`config.mk`:
```
export PLATFORM = sky130hd
export DESIGN_NAME = wb_port_arbiter
export DESIGN_NICKNAME = d
export VERILOG_FILES = /design/src/rtl/wb_port_arbiter.sv
export SDC_FILE = /design/constraint.sdc
export NUM_CORES = 1
export LEC_CHECK = 0
export ABC_AREA = 1
export BUFFER_PORTS_ARGS = -buffer_cell sky130_fd_sc_hd__buf_2
export CORE_UTILIZATION = 38
export DETAILED_ROUTE_END_ITERATION = 10
export PLACE_DENSITY_LB_ADDON = 0.15
export SYNTH_ARGS = -nofsm -noshare
export SYNTH_HDL_FRONTEND = slang
export SYNTH_SLANG_ARGS = --single-unit
export TNS_END_PERCENT = 50
```
`constraint.sdc`:
```
create_clock -name clk -period 2 [get_ports clk]
set_input_delay 0.4 -clock clk [delete_from_list [all_inputs] [get_ports clk]]
set_output_delay 0.4 -clock clk [all_outputs]
set_load 0.005 [all_outputs]
```
`src/rtl/wb_port_arbiter.sv`:
```
// wb_port_arbiter: shares the single register-file write port between the
// pipeline WB stage and a multi-cycle unit (MDU) whose results are held in a
// small FIFO.
//
// Ports:
//   clk, rst_n               clock, asynchronous active-low reset
//   pipe_write/reg/data      WB stage write request
//   mdu_valid/reg/data       MDU result offer
//   mdu_ready                FIFO can take an MDU result this cycle
//   stall_req                registered one-cycle hold of the WB stage
//   rf_we/rf_waddr/rf_wdata  register-file write port (combinational)
//   pend_mask                one bit per register targeted by a buffered entry
//
// Optional feature: define WB_ARB_BYPASS_EN to let an MDU result go straight
// to the write port when the FIFO is empty and the pipeline is not writing.
module wb_port_arbiter #(
  parameter int unsigned FIFO_DEPTH   = 2,
  parameter int unsigned STARVE_LIMIT = 4
) (
  input  logic        clk,
  input  logic        rst_n,
  input  logic        pipe_write,
  input  logic [4:0]  pipe_reg,
  input  logic [31:0] pipe_data,
  input  logic        mdu_valid,
  input  logic [4:0]  mdu_reg,
  input  logic [31:0] mdu_data,
  output logic        mdu_ready,
  output logic        stall_req,
  output logic        rf_we,
  output logic [4:0]  rf_waddr,
  output logic [31:0] rf_wdata,
  output logic [31:0] pend_mask
);

  localparam int unsigned PTR_W = (FIFO_DEPTH > 1) ? $clog2(FIFO_DEPTH) : 1;
  localparam int unsigned CNT_W = PTR_W + 1;
  localparam int unsigned STV_W = $clog2(STARVE_LIMIT + 1);

  logic [4:0]            ent_reg  [FIFO_DEPTH];
  logic [31:0]           ent_data [FIFO_DEPTH];
  logic [FIFO_DEPTH-1:0] ent_vld;
  logic [PTR_W-1:0]      wr_ptr, rd_ptr;
  logic [CNT_W-1:0]      count;
  logic [STV_W-1:0]      starve_cnt;

  logic pipe_grant, fifo_grant, fifo_empty, head_drop;
  logic pop, push, keep, bypass, starve_inc, starve_hit;

  assign mdu_ready = (count < CNT_W'(FIFO_DEPTH));

  // Grant selection and write-port mux.
  always_comb begin
    fifo_empty = (count == '0);
    pipe_grant = pipe_write && !stall_req && (pipe_reg != 5'd0);
    fifo_grant = !pipe_grant && !fifo_empty;
    // An older buffered result to the same register is superseded by the
    // pipeline write, so it is retired silently.
    head_drop  = pipe_grant && !fifo_empty && (ent_reg[rd_ptr] == pipe_reg);
    pop        = fifo_grant || head_drop;
    keep       = mdu_valid && mdu_ready && (mdu_reg != 5'd0);
`ifdef WB_ARB_BYPASS_EN
    bypass     = keep && fifo_empty && !pipe_grant;
`else
    bypass     = 1'b0;
`endif
    push       = keep && !bypass;
    starve_inc = pipe_grant && !fifo_empty;
    starve_hit = starve_inc && (starve_cnt == STV_W'(STARVE_LIMIT - 1));

    rf_we    = 1'b0;
    rf_waddr = 5'd0;
    rf_wdata = 32'd0;
    if (pipe_grant) begin
      rf_we    = 1'b1;
      rf_waddr = pipe_reg;
      rf_wdata = pipe_data;
    end else if (fifo_grant) begin
      rf_we    = 1'b1;
      rf_waddr = ent_reg[rd_ptr];
      rf_wdata = ent_data[rd_ptr];
    end else if (bypass) begin
      rf_we    = 1'b1;
      rf_waddr = mdu_reg;
      rf_wdata = mdu_data;
    end
  end

  // FIFO control state.
  always_ff @(posedge clk or negedge rst_n) begin
    if (!rst_n) begin
      wr_ptr  <= '0;
      rd_ptr  <= '0;
      count   <= '0;
      ent_vld <= '0;
    end else begin
      if (push) begin
        wr_ptr          <= wr_ptr + PTR_W'(1);
        ent_vld[wr_ptr] <= 1'b1;
      end
      if (pop) begin
        rd_ptr          <= rd_ptr + PTR_W'(1);
        ent_vld[rd_ptr] <= 1'b0;
      end
      case ({push, pop})
        2'b10:   count <= count + CNT_W'(1);
        2'b01:   count <= count - CNT_W'(1);
        default: count <= count;
      endcase
    end
  end

  // FIFO payload storage; qualified by ent_vld so it needs no reset.
  always_ff @(posedge clk) begin
    if (push) begin
      ent_reg[wr_ptr]  <= mdu_reg;
      ent_data[wr_ptr] <= mdu_data;
    end
  end

  // Starvation counter: forces a one-cycle pipeline hold so the FIFO drains.
  always_ff @(posedge clk or negedge rst_n) begin
    if (!rst_n) begin
      starve_cnt <= '0;
      stall_req  <= 1'b0;
    end else begin
      stall_req <= starve_hit;
      if (fifo_grant || fifo_empty || starve_hit) begin
        starve_cnt <= '0;
      end else if (starve_inc) begin
        starve_cnt <= starve_cnt + STV_W'(1);
      end
    end
  end

  // Pending-register mask from buffered entries only.
  always_comb begin
    pend_mask = 32'd0;
    for (int i = 0; i < int'(FIFO_DEPTH); i++) begin
      if (ent_vld[i]) pend_mask[ent_reg[i]] = 1'b1;
    end
  end

endmodule

```
After elaboration in Yosys (flattened, before gate mapping)
Memory sizes are Yosys's and may differ from the RTL's.
Index checks and enable logic that the tools add are counted.
W data, S select, Z words.
{"block": "classes", "n_addsub": 5, "n_lt_le_gt_ge": 9, "eq_ne": 4, "mux": 23, "bitwise_logic": 4, "n_reduce_logical": 23}
{"op": "$mux W32", "count": 4}
{"op": "$or A32 B32 Y32", "count": 1}
{"op": "$logic_and A1 B1 Y1", "count": 12}
{"op": "$lt A5 B6 Y1 const B", "count": 2}
{"op": "$demux W1 S5", "count": 2}
{"op": "$ge A5 B1 Y1 const B", "count": 2}
{"op": "$mux W5", "count": 2}
{"op": "$reduce_bool A5 Y1", "count": 2}
{"op": "$mux W1", "count": 8}
{"op": "$mux W3", "count": 2}
{"op": "$eq A5 B5 Y1", "count": 1}
{"op": "$lt A1 B2 Y1 const B", "count": 2}
{"op": "$mux W2", "count": 2}
{"op": "$pmux W2 S2", "count": 1}
{"op": "$reduce_bool A2 Y1", "count": 2}
{"op": "$add A3 B1 Y3 const B", "count": 1}
{"op": "$eq A3 B2 Y1 const B", "count": 1}
{"op": "$logic_not A1 Y1", "count": 3}
{"op": "$logic_or A1 B1 Y1", "count": 3}
{"op": "$add A1 B1 Y1 const B", "count": 2}
{"op": "$add A2 B1 Y2 const B", "count": 1}
{"op": "$and A2 B2 Y2", "count": 1}
{"op": "$demux W1 S1", "count": 2}
{"op": "$eq A2 B1 Y1 const B", "count": 1}
{"op": "other kinds (7)", "count": 8}
{"block": "word_totals", "register_bits": 10, "ram_bits": 74, "out_inout_bits": 72, "word_cells": 76, "memories": 2}
{"memory": "ent_data", "words": 2, "word_bits": 32, "read_ports": 1, "rd_ports_with_merged_regs": 0, "write_ports": 1, "line": "41", "text": "logic [31:0] ent_data [FIFO_DEPTH];"}
{"memory": "ent_reg", "words": 2, "word_bits": 5, "read_ports": 3, "rd_ports_with_merged_regs": 0, "write_ports": 1, "line": "40", "text": "logic [4:0] ent_reg [FIFO_DEPTH];"}

Depth between registers and ports, before layout
{"block": "logic_depth", "depth_word": 8, "depth_mapped": 13, "ltp_nobuf": 12}

Least setup slack after synthesis
No wires, ideal clock.
{"block": "synth_path", "path_kind": "input -> register", "start": "input port mdu_reg[3]", "end": "memory ent_data[0][0] (enable)", "setup_time_ns": 0.391, "arrival_time_ns": 1.439, "required_ns": 1.609, "slack_ns": 0.169, "path_stages": 4, "cell_sequence": "nor2_1 > nand3b_1 > nand4_1 > inv_1"}
{"block": "synth_between", "elab_chain_cells": 4}
{"element": "start: declaration", "line": "26", "text": "input logic [4:0] mdu_reg,"}
{"element": "$reduce_bool A5 Y1", "line": "61", "text": "keep = mdu_valid && mdu_ready && (mdu_reg != 5'd0);"}
{"element": "$logic_and A1 B1 Y1", "line": "61"}
{"element": "$mux W1", "line": "115", "text": "if (push) begin"}
{"element": "$mux W1 (implied by the code)", "line": "117", "text": "ent_data[wr_ptr] <= mdu_data;"}
{"element": "end: declaration", "line": "41"}
Every way passes these cells.

Worst setup path in the final report
{"block": "layout_path", "start": "input port pipe_reg[1]", "end": "output port rf_wdata[9]"}
{"block": "layout_between", "elab_chain_cells": 6}
{"element": "start: declaration", "line": "23", "text": "input logic [4:0] pipe_reg,"}
{"element": "$reduce_bool A5 Y1 *", "line": "55", "text": "pipe_grant = pipe_write && !stall_req && (pipe_reg != 5'd0);"}
{"element": "$logic_and A1 B1 Y1 *", "line": "55"}
{"element": "$logic_not A1 Y1", "line": "56", "text": "fifo_grant = !pipe_grant && !fifo_empty;"}
{"element": "$logic_and A1 B1 Y1", "line": "56"}
{"element": "$mux W32", "line": "78", "text": "end else if (fifo_grant) begin"}
{"element": "$mux W32 *", "line": "74", "text": "if (pipe_grant) begin"}
{"element": "end: declaration", "line": "32", "text": "output logic [31:0] rf_wdata,"}
Every way passes the cells marked *; elsewhere a longest branch is shown, timed or not.

==> flow_metrics.py <==
metrics = {
    "outcome": {
        "status": "complete, but fails checks",
        "violations": "negative setup slack",
    },
    "worst_setup_path": {
        "cp.arrival_ns": 1.60,
        "crit_fanout": 9,
        "cp-start-kind": "input port",
        "reg2reg_slack_ns": 0.07,
        "r2r_end": "count[1]$_DFFE_PN0P_",
        "crit_type": "in2out",
        "slowest_stage": "nor3_4",
        "max_stage_delay_ns": 0.18,
        "r2r-start": "rd_ptr$_DFFE_PN0P_",
        "r2r_cells": 12,
        "cp-end-kind": "output pin",
        "path_cells": "buf_4, nor3_4, nand3_2, nand2_4, nand2_8, buf_12, inv_8, o211ai_2, nand2_1, buf_2",
        "required_ns": 1.60,
    },
    "global_route": {
        "grt_pass1_vias": 3673,
        "antenna_found_initial": 0,
        "overflow": 0,
        "grt_pass1_wl_um": 18000,
        "grt_max_degree": 38,
        "grt_usage_pct": 18.7,
    },
    "drt": {
        "vias_per_cell": 4.96,
        "wl_per_cell_um": 15.5,
        "first_pass_iters": 4,
        "vias": 3778,
        "drcViolationCount": 0,
        "drt_iter0_markers": 273,
        "ant_nets": 0,
        "drt-total-wl_um": 11800,
    },
    "timing": {
        "worst_pin_slew_ns": 0.336,
        "holdWs_ns": 0.254,
        "tns_ns": -0.000988,
        "rsz0062_at_grt": "true",
        "fin_crit_ns": 2.00,
        "setup_viol": 1,
        "setup_slack_ns": -0.000988,
        "period_share_pct": 100,
        "finalClockSkew_ns": 0.00245,
        "relSlewSlack_pct": 77.6,
        "slew_viol_final": 0,
        "hold_violations": 0,
        "fmax_ghz": 0.500,
    },
    "yosys": {
        "avgSynthCellArea_um2": 10.4,
        "yosysTopAreaCellShare_pct": 49.5,
        "syn-num-nets": 513,
        "yosys_most_used_dff": "edfxtp_1",
        "synth_common_cells": "nand2_1, edfxtp_1, o21ai_0",
        "synthTopCellsByArea": "edfxtp_1, nand2_1, o211ai_2",
        "synth_cell_types": 36,
        "synthesis.area_um2": 4490,
        "synth_edf_count": 74,
        "yosysSeqAreaShare_pct": 55.1,
        "synth_most_common_cell": "nand2_1",
        "async_flop_share_pct": 11.9,
        "ys_ff_latch": 84,
        "ys_warn_count": 0,
        "synthCells": 432,
        "yosysTopAreaCell": "edfxtp_1",
    },
    "clock_tree": {
        "clkLatencyLatePin_ns": 0.33,
        "cts_buffers": 9,
        "cts_sinks": 84,
        "clkTransAtPathRegs_ns": 0.06,
        "cts_max_path_buffers": 2,
        "htreeDepth": 3,
        "cts_root_buffer": "clkbuf_16",
        "tritoncts": "done",
    },
    "pwr": {
        "ir_drop_uv": 574,
        "p_leak_nw": 2.70,
        "p_per_area_nw_per_um2": 1120,
        "totalPowerFinal_mw": 6.94,
    },
    "layout": {
        "nFillCells": 1022,
        "fin_util_pct": 53.9,
        "nets": 693,
        "drive_gt1_share_pct": 44.7,
        "regArea_um2": 2470,
        "fin_area_um2": 6180,
        "multi_input_area_um2": 1920,
        "syn2layout_area_growth_pct": 37.6,
        "fin_cells": 761,
        "largest_reg_flops": 64,
    },
    "placed_design": {
        "io_buffers": 149,
        "place_hpwl_um": 7460,
        "preCtsSetupSlack_ns": -0.0105,
        "place_congestion": 0.874,
        "placed_area_um2": 5480,
        "dp_cells": 731,
    },
    "floorplanning": {
        "die_area_um2": 12300,
        "rows": 39,
        "die_height_um": 111,
        "start_util_pct": 39.2,
        "fp.dieW_um": 111,
        "core_area_um2": 11500,
        "ios": 150,
    },
    "flow_run": {
        "max_cap_viol_count": 0,
    },
    "min_path": {
        "worstHoldStart": "mdu_data[14]",
        "whs_endpoint": "ent_data[0][14]$_DFFE_PP_",
        "worstHoldPathCells": 1,
        "hold_path.class": "in2reg",
    },
}
## repair_timing
action	in CTS	in global routing
gates resized for setup	16	50
pin swaps	0	10
cloned	1	5
endpoints found under the setup margin	62	65
hold buffers	1	0
buffers inserted	2	4
hold endpoints to repair	10	0
## cell type report
| class | instances | share of cell area, % |
|---|---|---|
| Tap cell | 143 | 2.89 |
| Inverter | 29 | 2.73 |
| Timing Repair Buffer | 178 | 17.4 |
| Clock buffer | 13 | 3.89 |
| Multi-Input combinational cell | 304 | 31.1 |
| Sequential cell | 84 | 40.0 |
| Timing Repair inverter | 6 | 1.74 |
| Clock inverter | 3 | 0.223 |
| Antenna cell | 1 | 0.0405 |
## cells in the final DEF, fill, tap and decap left out, drive strengths merged, types with 2 or more instances in the layout
cell / count
clkinv: 8
nand2: 135
clkbuf: 13
o211ai: 32
a21oi: 3
nor3: 14
or2: 32
dfrtp: 10
edfxtp: 74
ha: 3
inv: 30
o21ai: 37
nand3: 32
buf: 177
nor2: 10
nand4: 2
## where the power goes
group | internal [mW] | total [mW] | switching, mW
Clock | 0.833 | 1.44 | 0.606
Sequential | 2.30 | 2.45 | 0.152
Combinational | 1.24 | 3.05 | 1.81
Total | 4.38 | 6.94 | 2.57
## worst max path at each step
stage | start | end | slack (ns)
detailed placement | pipe_reg[1] | rf_wdata[31] | -0.01
CTS | rd_ptr$_DFFE_PN0P_ | rf_wdata[31] | -0.03
floorplan | mdu_reg[3] | ent_data[0][0]$_DFFE_PP_ | 0.17
finish | pipe_reg[1] | rf_wdata[9] | -0.001
global placement | pipe_reg[1] | rf_wdata[31] | 0.02
global route | pipe_reg[1] | rf_wdata[8] | -0.08
## worst max-delay path: cells and delay by family
kind,cells,cell delay [ns]
and+or+nand+nor,5,0.58
buffers and inverters,4,0.50
AOI/OAI and AO/OA,1,0.10
## cell families (layout without fill, tap and decap cells)
family	count (synthesis)	count (layout)	share of synthesized area [%]
compound gates	73	73	13.3
xor+xnor	2	2	0.390
fa+ha+maj	3	3	0.836
buf+inv	44	229	6.05
flops	84	84	55.1
other cells	0	1	0
simple gates	226	226	24.4
## per-layer routing
metal,GRT usage [%],wire (µm),vias up
li1,-,-,1866
met2,32.5,5950,122
met1,22.5,5060,1780
met5,0,0,-
met4,6.40,110,0
met3,4.70,680,10
No activity file was read; power rests on OpenSTA's default activity.
